$ cat src/rtl/fetch_ifid.sv
// Instruction-fetch stage and IF/ID pipeline register of the 5-stage MIPS core.
// A one-entry skid buffer parks a word that returns while decode is stalled.
module fetch_ifid #(
    parameter logic [31:0] RESET_PC  = 32'h0000_0000,
    parameter logic [31:0] NOP_INSTR = 32'h0000_0000
) (
    input  logic        clk,
    input  logic        rst_n,
    output logic        imem_req,
    output logic [31:0] imem_addr,
    input  logic [31:0] imem_rdata,
    input  logic        imem_ready,
    input  logic        StallD,
    input  logic        PCSrcD,
    input  logic [31:0] PCBranchD,
    input  logic        JumpD,
    input  logic [31:0] PCJumpD,
    output logic [31:0] InstrD,
    output logic [31:0] PCPlus4D,
    output logic [31:0] PCD,
    output logic        ValidD
);

    typedef enum logic {
        FETCH = 1'b0,
        HELD  = 1'b1
    } state_t;

    state_t      state_q, state_d;
    logic [31:0] pcf_q, pcf_d;
    logic [31:0] instr_q, instr_d;
    logic [31:0] pcd_q, pcd_d;
    logic [31:0] pcplus4_q, pcplus4_d;
    logic        valid_q, valid_d;
    logic [31:0] skid_q, skid_d;
    logic [31:0] skid_pc_q, skid_pc_d;

    logic        redirect;
    logic [31:0] target;

    assign imem_req  = (state_q == FETCH) && rst_n;
    assign imem_addr = pcf_q;
    assign InstrD    = instr_q;
    assign PCPlus4D  = pcplus4_q;
    assign PCD       = pcd_q;
    assign ValidD    = valid_q;

    // Jump outranks branch; masking the low bits keeps PCF word aligned.
    assign redirect = (JumpD || PCSrcD) && !StallD;
    assign target   = (JumpD ? PCJumpD : PCBranchD) & 32'hFFFF_FFFC;

    always_comb begin
        // NOTE: every output of this block takes its hold value first, so no
        // path through the priority chain can leave one unassigned (no latch).
        state_d   = state_q;
        pcf_d     = pcf_q;
        instr_d   = instr_q;
        pcd_d     = pcd_q;
        pcplus4_d = pcplus4_q;
        valid_d   = valid_q;
        skid_d    = skid_q;
        skid_pc_d = skid_pc_q;

        if (redirect) begin
            // The word returned this cycle is the delay slot and is squashed.
            pcf_d     = target;
            instr_d   = NOP_INSTR;
            valid_d   = 1'b0;
            skid_d    = '0;
            skid_pc_d = '0;
            state_d   = FETCH;
        end else if (state_q == FETCH && imem_ready && !StallD) begin
            instr_d   = imem_rdata;
            pcd_d     = pcf_q;
            pcplus4_d = pcf_q + 32'd4;
            valid_d   = 1'b1;
            pcf_d     = pcf_q + 32'd4;
        end else if (state_q == FETCH && imem_ready && StallD) begin
            skid_d    = imem_rdata;
            skid_pc_d = pcf_q;
            pcf_d     = pcf_q + 32'd4;
            state_d   = HELD;
        end else if (state_q == FETCH && !imem_ready && !StallD) begin
            instr_d   = NOP_INSTR;
            valid_d   = 1'b0;
        end else if (state_q == HELD && !StallD) begin
            instr_d   = skid_q;
            pcd_d     = skid_pc_q;
            pcplus4_d = skid_pc_q + 32'd4;
            valid_d   = 1'b1;
            state_d   = FETCH;
        end
    end

    // NOTE: sequential state uses non-blocking assignments so every flop
    // samples pre-edge values regardless of statement order.
    always_ff @(posedge clk or negedge rst_n) begin
        if (!rst_n) begin
            state_q   <= FETCH;
            pcf_q     <= RESET_PC;
            instr_q   <= NOP_INSTR;
            pcd_q     <= '0;
            pcplus4_q <= '0;
            valid_q   <= 1'b0;
            skid_q    <= '0;
            skid_pc_q <= '0;
        end else begin
            state_q   <= state_d;
            pcf_q     <= pcf_d;
            instr_q   <= instr_d;
            pcd_q     <= pcd_d;
            pcplus4_q <= pcplus4_d;
            valid_q   <= valid_d;
            skid_q    <= skid_d;
            skid_pc_q <= skid_pc_d;
        end
    end

endmodule

$ cat config.mk
export PLATFORM = sky130hd
export DESIGN_NAME = fetch_ifid
export DESIGN_NICKNAME = d
export VERILOG_FILES = /design/src/rtl/fetch_ifid.sv
export SDC_FILE = /design/constraint.sdc
export NUM_CORES = 1
export LEC_CHECK = 0
export CAP_MARGIN = 0
export CORE_MARGIN = 2
export CORE_UTILIZATION = 54
export CTS_BUF_LIST = sky130_fd_sc_hd__clkbuf_4 sky130_fd_sc_hd__clkbuf_8 sky130_fd_sc_hd__clkbuf_16
export DETAILED_ROUTE_END_ITERATION = 6
export HOLD_SLACK_MARGIN = 0.1
export PLACE_DENSITY = 0.91
export SLEW_MARGIN = 15
export SYNTH_ARGS = -nofsm -noshare
export SYNTH_HDL_FRONTEND = slang
export SYNTH_SLANG_ARGS = --single-unit
$ cat constraint.sdc
create_clock -name clk -period 6.1 [get_ports clk]
set_input_delay 1.22 -clock clk [delete_from_list [all_inputs] [get_ports clk]]
set_output_delay 1.22 -clock clk [all_outputs]
set_load 0.03 [all_outputs]
==> reports/qor.txt, run 1 <==
DRC violations left: 0
gpl congestion: 0.9214
worst skew pair latency: 430 ps
PostCTS Resize Cnt: 0
Fmax achieved: 249.8 MHz
ANT nets after route: 0
status: finished, final reports clean
synth cell count leaders: dfrtp_1, nand2_1, clkbuf_1, a22o_1, nor2_1
Hold/Removal Path Class: reg2reg
Nets: 1271
PwrDens: 304.1 nW/um2
root buf cell: clkbuf_16
register bit total from synthesis: 188
FFs w/ async S/R, synth: 100.0%
P_sw: 1.280 mW
mean post-synth cell area: 9.526 um2
core area: 17360 um2
Worst slew margin: 26.24%
crit path capture type: output pin
postcts setup bufs: 0
Clock Path Buffers: 2
DIE AREA: 18850 um2
largest net degree at the start of global routing: 112
Routed WL: 28520 um
Placement Rows: 48
pre-CTS WS: 1893 ps
Tmin final: 4002 ps
WP data required: 4880 ps
CTS Hold Bufs: 0
most common cell in the netlist: dfrtp_1
crit path from: rst_n
critical path class: in2out
initial antenna violation count: 0
post-DR vias/cell: 6.273
Worst path max stage delay: 670 ps
I/O Pins: 232
fin. max-slew vios: 0
IO Port Bufs: 225
placed insts: 1373
Setup crit end: imem_req
Clock Pin Slew Worst Setup and Hold Paths: 60 ps
detailed placement HPWL: 18500 um
Final Skew: 11.90 ps
final period utilization: 65.61%
Vias: 8814
Sw Ratio: 33.81%
ranking of synthesized cells by area: dfrtp_1, nand2_1, a22o_1
sequential share of power: 42.9%
die width: 137.3 um
setup TNS: 0 ps
post-synth top area share: 49.04%
RSZ-0062 raised after global routing: false
Finished Core Util: 71.71%
Sink Count: 188
Final Setup Violations: 0
Yosys warnings: 0
Slew @ Worst Pin: 1104 ps
Internal: 2.506 mW
reg2reg end: InstrD[23]$_DFFE_PN0P_
Mapped Cells: 1007
R2R Setup Slk: 3180 ps
Post-Syn Area: 9593 um2
critical-path cell with the highest stage delay: clkdlybuf4s50_1
clock power share: 30.6%
DP Area: 11830 um2
Yosys top cell by area: dfrtp_1
CTS tree: done
vias in the first global route: 8459
fill count: 1272
Max-Cap Viols: 0
Hold Vio Cnt, Final: 0
grt ovf: 0
DR iter-0 viols: 892
initial core utilization: 55.27%
ys flop type: dfrtp_1
crit-path cells: clkbuf_8, nor2b_1, clkdlybuf4s50_1
ANT cells: 0
first-pass GRT wire length: 44840 um
Tot Pwr: 3.786 mW
final std cells w/o fill: 1405
synthesis-to-layout area growth: 29.75%
register area share after synthesis: 49.04%
H-tree depth: 4
smallest hold slack: 484.1 ps
synth unique cells: 52
Pre-Repair DR Iteration Count: 6
startpoint class of the critical path: input pin
reg2reg start: state_q$_DFFE_PN0P_
die height: 137.3 um
crit-path max FO: 111
Tot GR Track Use: 30.79%
P_leak: 4.902 nW
post-detailed-route wirelength per cell: 20.30 um
combinational share of power: 26.5%
VDD IR max: 0.2185 mV
number of enable flip-flop cells after synthesis: 0
final instance area: 12450 um2
Inserted Clock Buffers: 17
CP arrival: 2780 ps
worst setup margin: 2098 ps
Reg2Reg Depth: 6
proportion of layout cells with a drive suffix above 1: 6.102%
[critical path: cells and delay by family]
kind | cells | cell delay, ps
buffers and inverters | 2 | 1310
and+or+nand+nor | 1 | 210
[metal layers]
metal,part of all wire [%],up-vias,GRT usage (%)
met2,46,637,48.51
li1,-,3939,-
met3,12,92,7.174
met1,39,4146,41.46
met5,0,-,0
met4,2.9,0,11.97
[worst min path at each step]
stage | from | endpoint | slack, ps | depth (start not counted)
2_1_floorplan | skid_pc_q[1]$_DFFE_PN0P_ | skid_pc_q[1]$_DFFE_PN0P_ | 450 | 1
3_3_place_gp | InstrD[7]$_DFFE_PN0P_ | InstrD[7]$_DFFE_PN0P_ | 460 | 2
3_5_place_dp | PCD[30]$_DFFE_PN0P_ | PCD[30]$_DFFE_PN0P_ | 470 | 2
4_1_cts | PCPlus4D[9]$_DFFE_PN0P_ | PCPlus4D[9]$_DFFE_PN0P_ | 490 | 2
5_1_grt | InstrD[13]$_DFFE_PN0P_ | InstrD[13]$_DFFE_PN0P_ | 500 | 2
6_report | InstrD[7]$_DFFE_PN0P_ | InstrD[7]$_DFFE_PN0P_ | 480 | 2
[placed cells by master, fill, tap and decap left out, drive strengths merged, types with 13 or more instances in the layout]
cell type / instances
nand2: 158
a22oi: 35
buf: 15
nor3: 22
nand4: 21
nor2b: 21
o211ai: 19
o21ai: 56
xnor2: 35
a31oi: 34
mux2i: 16
clkbuf: 20
clkdlybuf4s50: 222
a22o: 62
xor2: 31
nor4: 13
nand3: 29
nor2: 62
a211oi: 19
dfrtp: 188
a21oi: 26
[final cells by class]
| cell class | count | area, um2 | share of cell area, % |
|---|---|---|---|
| clock buffers | 19 | 452.9 | 3.639 |
| flip-flops and latches | 188 | 4705 | 37.80 |
| clock inverters | 13 | 163.9 | 1.317 |
| inverters | 8 | 30.03 | 0.2413 |
| repair buffers | 238 | 2344 | 18.83 |
| multi-input cells | 714 | 4471 | 35.92 |
| well taps | 225 | 281.5 | 2.262 |
[power groups by stage]
stage / logic, mW / registers (mW) / clock network (mW)
global placement: 0.974 / 1.63 / 0
detailed placement: 0.992 / 1.63 / 0
CTS: 1.00 / 1.61 / 1.17
global route: 1.07 / 1.64 / 1.22
floorplan: 0.380 / 1.78 / 0
finish: 1.00 / 1.62 / 1.16
[cells by family (layout without fill, tap and decap cells)]
kind of cell    count (synthesis)  in the layout  synth area share [%]
simple gates                  359            359                 18.55
compound gates                269            269                 19.50
flops                         188            188                 49.04
buf+inv                       106            278                 4.917
xor+xnor                       66             66                 6.026
mux                            16             16                 1.669
fa+ha+maj                       2              2                0.2608
other cells                     1              2               0.03909
[flip-flops by register name (all words and copies together) (netlist names)]
register,flops
imem_addr,30
PCD,31
skid_pc_q,31
InstrD,32
ValidD,1
PCPlus4D,30
state_q,1
skid_q,32
(Power assumes the default switching activity.)
==> inputs of run 2 (changes only) <==
--- a/config.mk
+++ b/config.mk
@@ -7,11 +7,11 @@
 export LEC_CHECK = 0
 export CAP_MARGIN = 0
 export CORE_MARGIN = 2
-export CORE_UTILIZATION = 54
+export CORE_UTILIZATION = 45
 export CTS_BUF_LIST = sky130_fd_sc_hd__clkbuf_4 sky130_fd_sc_hd__clkbuf_8 sky130_fd_sc_hd__clkbuf_16
 export DETAILED_ROUTE_END_ITERATION = 6
 export HOLD_SLACK_MARGIN = 0.1
-export PLACE_DENSITY = 0.91
+export PLACE_DENSITY = 0.82
 export SLEW_MARGIN = 15
 export SYNTH_ARGS = -nofsm -noshare
 export SYNTH_HDL_FRONTEND = slang
==> constraint.sdc (replaced) <==
create_clock -name clk -period 3.31 [get_ports clk]
set_input_delay 0.662 -clock clk [delete_from_list [all_inputs] [get_ports clk]]
set_output_delay 0.662 -clock clk [all_outputs]
set_load 0.03 [all_outputs]
==> reports/qor.txt, run 2 (same netlist as run 1, synthesis figures left out) <==
status: finished, final reports clean (unchanged)
P_sw: 2.348 mW (was 1.280 mW)
Max-Cap Viols: 0 (unchanged)
I/O Pins: 232 (unchanged)
detailed placement HPWL: 18890 um (was 18500 um)
reg2reg end: imem_addr[28]$_DFFE_PN0P_ (was InstrD[23]$_DFFE_PN0P_)
Hold EP: PCPlus4D[5]$_DFFE_PN0P_ (was InstrD[7]$_DFFE_PN0P_)
DRC violations left: 0 (unchanged)
Slew @ Worst Pin: 978.2 ps (was 1104 ps)
Hold/Removal Path Class: reg2reg (unchanged)
Vias: 8548 (was 8814)
die width: 150.0 um (was 137.3 um)
gpl congestion: 0.9262 (was 0.9214)
RSZ-0062 raised after global routing: false (unchanged)
proportion of layout cells with a drive suffix above 1: 6.492% (was 6.102%)
post-detailed-route wirelength per cell: 18.96 um (was 20.30 um)
fin. max-slew vios: 0 (unchanged)
clock power share: 30.0% (was 30.6%)
Clock Pin Slew Worst Setup and Hold Paths: 70 ps (was 60 ps)
crit path capture type: output pin (unchanged)
Inserted Clock Buffers: 17 (unchanged)
Hold Vio Cnt, Final: 0 (unchanged)
crit-path cells: dlygate4sd3_1, clkbuf_8, nor2b_1, clkdlybuf4s50_1 (was clkbuf_8, nor2b_1, clkdlybuf4s50_1)
Tmin final: 2823 ps
VDD IR max: 0.3248 mV (was 0.2185 mV)
final std cells w/o fill: 1461 (was 1405)
Sink Count: 188 (unchanged)
final period utilization: 85.27%
setup TNS: 0 ps (unchanged)
largest net degree at the start of global routing: 186 (was 112)
placed insts: 1428 (was 1373)
crit-path max FO: 5 (was 111)
DIE AREA: 22500 um2 (was 18850 um2)
Tot Pwr: 6.918 mW (was 3.786 mW)
root buf cell: clkbuf_16 (unchanged)
initial core utilization: 45.78% (was 55.27%)
worst setup margin: 487.4 ps (was 2098 ps)
combinational share of power: 26.9% (was 26.5%)
Routed WL: 27700 um (was 28520 um)
family with the most delay on the worst path: buffers and inverters (unchanged)
IO Port Bufs: 225 (unchanged)
startpoint class of the critical path: input pin (unchanged)
CP arrival: 2160 ps (was 2780 ps)
Final Skew: 8.514 ps (was 11.90 ps)
reg2reg start: imem_addr[2]$_DFFE_PN0P_ (was state_q$_DFFE_PN0P_)
postcts setup bufs: 0 (unchanged)
Fmax achieved: 354.3 MHz
commonest non-fill, non-tap cells in the layout: clkdlybuf4s50_1, dfrtp_1, nand2_1 (unchanged)
PwrDens: 548.4 nW/um2 (was 304.1 nW/um2)
R2R Setup Slk: 640 ps (was 3180 ps)
Clock Path Buffers: 2 (unchanged)
critical path class: in2out (unchanged)
H-tree depth: 4 (unchanged)
Nets: 1277 (was 1271)
P_leak: 4.955 nW (was 4.902 nW)
sequential share of power: 43.0% (was 42.9%)
vias in the first global route: 8192 (was 8459)
WP buf/inv: 3 (was 2)
Worst path max stage delay: 670 ps (about the same)
critical-path cell with the highest stage delay: clkdlybuf4s50_1 (unchanged)
DR iter-0 viols: 769 (was 892)
synthesis-to-layout area growth: 31.49% (was 29.75%)
ANT nets after route: 0 (unchanged)
CTS tree: done (unchanged)
Worst slew margin: 34.79% (was 26.24%)
Final Setup Violations: 0 (unchanged)
post-DR vias/cell: 5.851 (was 6.273)
pre-CTS WS: 534.7 ps (was 1893 ps)
worst skew pair latency: 430 ps (about the same)
Internal: 4.570 mW (was 2.506 mW)
Finished Core Util: 60.19% (was 71.71%)
core area: 20960 um2 (was 17360 um2)
Pre-Repair DR Iteration Count: 5 (was 6)
Sw Ratio: 33.94% (was 33.81%)
Tot GR Track Use: 25.16% (was 30.79%)
WP data required: 2650 ps (was 4880 ps)
Placement Rows: 53 (was 48)
first-pass GRT wire length: 44210 um (was 44840 um)
die height: 150.0 um (was 137.3 um)
WHS Path Cells: 2 (unchanged)
ANT cells: 0 (unchanged)
Reg2Reg Depth: 6 (unchanged)
grt ovf: 0 (unchanged)
most common cell after layout, fill and taps aside: clkdlybuf4s50_1 (unchanged)
initial antenna violation count: 0 (unchanged)
hold_sp: PCPlus4D[5]$_DFFE_PN0P_ (was InstrD[7]$_DFFE_PN0P_)
==> run 2: cell count changes in the layout (fill, tap and decap cells not counted), sizes merged <==
cell	delta
dlygate4sd3	+1
bufinv	-1
buf	+5
clkinvlp	-3
clkinv	+3
clkbuf	+1
==> run 2: tightest hold or removal path, cell delays in order (launching register included) <==
cell and delay (ps):
dfrtp_1 340, nand2_1 50, o21ai_0 60
==> run 2: layer usage <==
layer	GRT usage [%]	up-vias	share of wire [%]
met5	0	-	0
met1	35.75	4062	43
met2	36.46	482	45
met4	9.953	0	2.7
met3	6.921	58	9.7
li1	-	3946	-
==> run 2: per-stage QoR <==
step | hold WS (ps) | area [um2]
3_3_place_gp | 464.4 | 12010
5_1_grt | 503.7 | 12610
4_1_cts | 485.6 | 12610
6_report | 480.0 | 12610
2_1_floorplan | 366.4 | 9597
3_5_place_dp | 470.4 | 12010
==> run 2: what timing repair did <==
item,4_1_cts,5_1_grt
hold buffers,1,0
gates resized for setup,0,0
endpoints found under the hold margin,3,0
==> run 2: cell type report <==
| type | instances | area [um2] |
|---|---|---|
| Tap cell | 275 | 344.1 |
| Clock buffer | 20 | 460.4 |
| Clock inverter | 12 | 137.6 |
| Timing Repair Buffer | 244 | 2466 |
| Inverter | 8 | 30.03 |
| Fill cell | 1758 | 8342 |
| Multi-Input combinational cell | 714 | 4471 |
| Sequential cell | 188 | 4705 |
==> run 2: power groups by stage <==
stage / Combinational (mW) / Sequential [mW] / Clock (mW)
after global routing: 2.00 / 3.02 / 2.21
after global placement: 1.84 / 2.99 / 0
after CTS: 1.87 / 2.97 / 2.11
after floorplan: 0.700 / 3.28 / 0
final: 1.86 / 2.98 / 2.08
after detailed placement: 1.86 / 3.01 / 0
==> run 2: worst max path at each step <==
stage | startpoint | end | depth (start not counted)
after CTS | rst_n | imem_req | 4
after detailed placement | imem_ready | imem_addr[28]$_DFFE_PN0P_ | 6
after global placement | imem_ready | imem_addr[28]$_DFFE_PN0P_ | 6
final | rst_n | imem_req | 4
after floorplan | imem_addr[2]$_DFFE_PN0P_ | imem_addr[30]$_DFFE_PN0P_ | 7
after global routing | rst_n | imem_req | 4
==> inputs of run 3 (changes only) <==
--- a/config.mk
+++ b/config.mk
@@ -7,11 +7,11 @@
 export LEC_CHECK = 0
 export CAP_MARGIN = 0
 export CORE_MARGIN = 2
-export CORE_UTILIZATION = 45
+export CORE_UTILIZATION = 28
 export CTS_BUF_LIST = sky130_fd_sc_hd__clkbuf_4 sky130_fd_sc_hd__clkbuf_8 sky130_fd_sc_hd__clkbuf_16
 export DETAILED_ROUTE_END_ITERATION = 6
 export HOLD_SLACK_MARGIN = 0.1
-export PLACE_DENSITY = 0.82
+export PLACE_DENSITY = 0.57
 export SLEW_MARGIN = 15
 export SYNTH_ARGS = -nofsm -noshare
 export SYNTH_HDL_FRONTEND = slang
==> reports/qor.txt, run 3 (same netlist as run 1, synthesis figures left out) <==
vias in the first global route: 8021 (was 8192)
smallest hold slack: 155.4 ps (was 480.0 ps)
Tot GR Track Use: 17.34% (was 25.16%)
DIE AREA: 35760 um2 (was 22500 um2)
Routed WL: 30680 um (was 27700 um)
Clock Path Buffers: 2 (unchanged)
clock power share: 28.2% (was 30.0%)
Max-Cap Viols: 0 (unchanged)
WP data required: 3670 ps (was 2650 ps)
fill count: 3345 (was 1758)
Worst slew margin: 46.84% (was 34.79%)
Sw Ratio: 35.44% (was 33.94%)
worst skew pair latency: 440 ps (was 430 ps)
DR iter-0 viols: 641 (was 769)
Sink Count: 188 (unchanged)
first-pass GRT wire length: 48080 um (was 44210 um)
die height: 189.1 um (was 150.0 um)
synthesis-to-layout area growth: 33.26% (was 31.49%)
critical path class: reg2reg (was in2out)
Hold/Removal Path Class: in2async (was reg2reg)
IO Port Bufs: 225 (unchanged)
proportion of layout cells with a drive suffix above 1: 7.131% (was 6.492%)
initial antenna violation count: 1 (was 0)
postcts setup bufs: 0 (unchanged)
crit-path max FO: 11 (was 5)
multi-input logic area: 4471 um2 (unchanged)
root buf cell: clkbuf_16 (unchanged)
CTS Hold Bufs: 0 (was 1)
largest net degree at the start of global routing: 142 (was 186)
core area: 33620 um2 (was 20960 um2)
status: finished, final reports clean (unchanged)
reg2reg end: imem_addr[28]$_DFFE_PN0P_ (unchanged)
post-detailed-route wirelength per cell: 18.69 um (was 18.96 um)
H-tree depth: 4 (unchanged)
placed insts: 1609 (was 1428)
commonest non-fill, non-tap cells in the layout: clkdlybuf4s50_1, dfrtp_1, nand2_1 (unchanged)
gpl congestion: 0.8729 (was 0.9262)
PostCTS Resize Cnt: 0 (unchanged)
Internal: 4.374 mW (was 4.570 mW)
sequential share of power: 44.0% (was 43.0%)
VDD IR max: 0.4013 mV (was 0.3248 mV)
Hold Vio Cnt, Final: 0 (unchanged)
P_leak: 4.957 nW (was 4.955 nW)
Slew @ Worst Pin: 794.5 ps (was 978.2 ps)
final period utilization: 82.83% (was 85.27%)
post-DR vias/cell: 5.063 (was 5.851)
startpoint class of the critical path: flop (was input pin)
Reg2Reg Depth: 6 (unchanged)
Final Skew: 13.63 ps (was 8.514 ps)
most common cell after layout, fill and taps aside: clkdlybuf4s50_1 (unchanged)
Clock Pin Slew Worst Setup and Hold Paths: 80 ps (was 70 ps)
CTS tree: done (unchanged)
Final Setup Violations: 0 (unchanged)
Vias: 8308 (was 8548)
Pre-Repair DR Iteration Count: 7 (was 5)
register area: 4705 um2 (unchanged)
detailed placement HPWL: 21540 um (was 18890 um)
crit path capture type: flop (was output pin)
P_sw: 2.401 mW (was 2.348 mW)
Placement Rows: 67 (was 53)
Fmax achieved: 364.7 MHz (was 354.3 MHz)
CP arrival: 3100 ps (was 2160 ps)
die width: 189.1 um (was 150.0 um)
Nets: 1284 (was 1277)
R2R Setup Slk: 570 ps (was 640 ps)
final std cells w/o fill: 1641 (was 1461)
I/O Pins: 232 (unchanged)
ANT nets after route: 0 (unchanged)
combinational share of power: 27.8% (was 26.9%)
Tmin final: 2742 ps (was 2823 ps)
initial core utilization: 28.54% (was 45.78%)
reg2reg start: imem_addr[2]$_DFFE_PN0P_ (unchanged)
Tot Pwr: 6.775 mW (was 6.918 mW)
setup TNS: 0 ps (unchanged)
fin. max-slew vios: 0 (unchanged)
RSZ-0062 raised after global routing: false (unchanged)
DRC violations left: 0 (unchanged)
Inserted Clock Buffers: 17 (unchanged)
PwrDens: 530.0 nW/um2 (was 548.4 nW/um2)
grt ovf: 0 (unchanged)
## run 3: cell count changes in the layout (fill, tap and decap cells not counted), sizes merged
cell	previous run	this run
diode	0	1
dlygate4sd3	1	0
clkinvlp	2	1
clkinv	6	8
clkdlybuf4s50	222	221
buf	20	29
clkbuf	21	19
bufinv	2	0
inv	10	12
## run 3: worst max path at each step
stage,cells after the start,start,endpoint
after floorplan,7,imem_addr[2]$_DFFE_PN0P_,imem_addr[30]$_DFFE_PN0P_
after global placement,6,imem_ready,imem_addr[30]$_DFFE_PN0P_
after detailed placement,6,imem_ready,imem_addr[28]$_DFFE_PN0P_
after CTS,6,imem_addr[2]$_DFFE_PN0P_,imem_addr[28]$_DFFE_PN0P_
after global routing,6,imem_addr[2]$_DFFE_PN0P_,imem_addr[28]$_DFFE_PN0P_
final,6,imem_addr[2]$_DFFE_PN0P_,imem_addr[28]$_DFFE_PN0P_
## run 3: area by class of cell
class                   count  share of cell area (%)
repair buffers            251                   19.47
clock inverters            13                  0.7341
inverters                   8                  0.2349
diodes                      1                 0.01958
flip-flops and latches    188                   36.80
multi-input cells         714                   34.97
clock buffers              18                   3.387
well taps                 448                   4.385
## run 3: metrics by stage
stage                     cell area (um2)  utilization (%)  setup WS, ps
after global placement              12250            36.45         534.5
final                               12780            38.03         568.3
after detailed placement            12250            36.45         489.1
after floorplan                      9597                -          1050
after CTS                           12780            38.02         574.0
after global routing                12780            38.02         443.6
## run 3: per-layer routing
metal,track usage (%),share of wire (%),wire [um]
met3,4.856,9.0,2749
met2,24.95,43,13080
met5,0,0,0
met1,25.31,47,14380
met4,4.657,1.5,463
## run 3: critical path: stages, from the launching register on
cell and delay, ps:
dfrtp_1 540, ha_1 270, nand3_1 380, nor4_2 610, nand3_1 260, or3_1 400, a31oi_1 180
## run 3: power by group through the flow
stage	combinational, mW	clock (mW)	sequential [mW]
detailed placement	1.90	0	3.02
CTS	1.91	1.98	2.98
floorplan	0.700	0	3.28
global route	2.03	2.07	3.03
global placement	1.90	0	3.01
finish	1.88	1.91	2.98
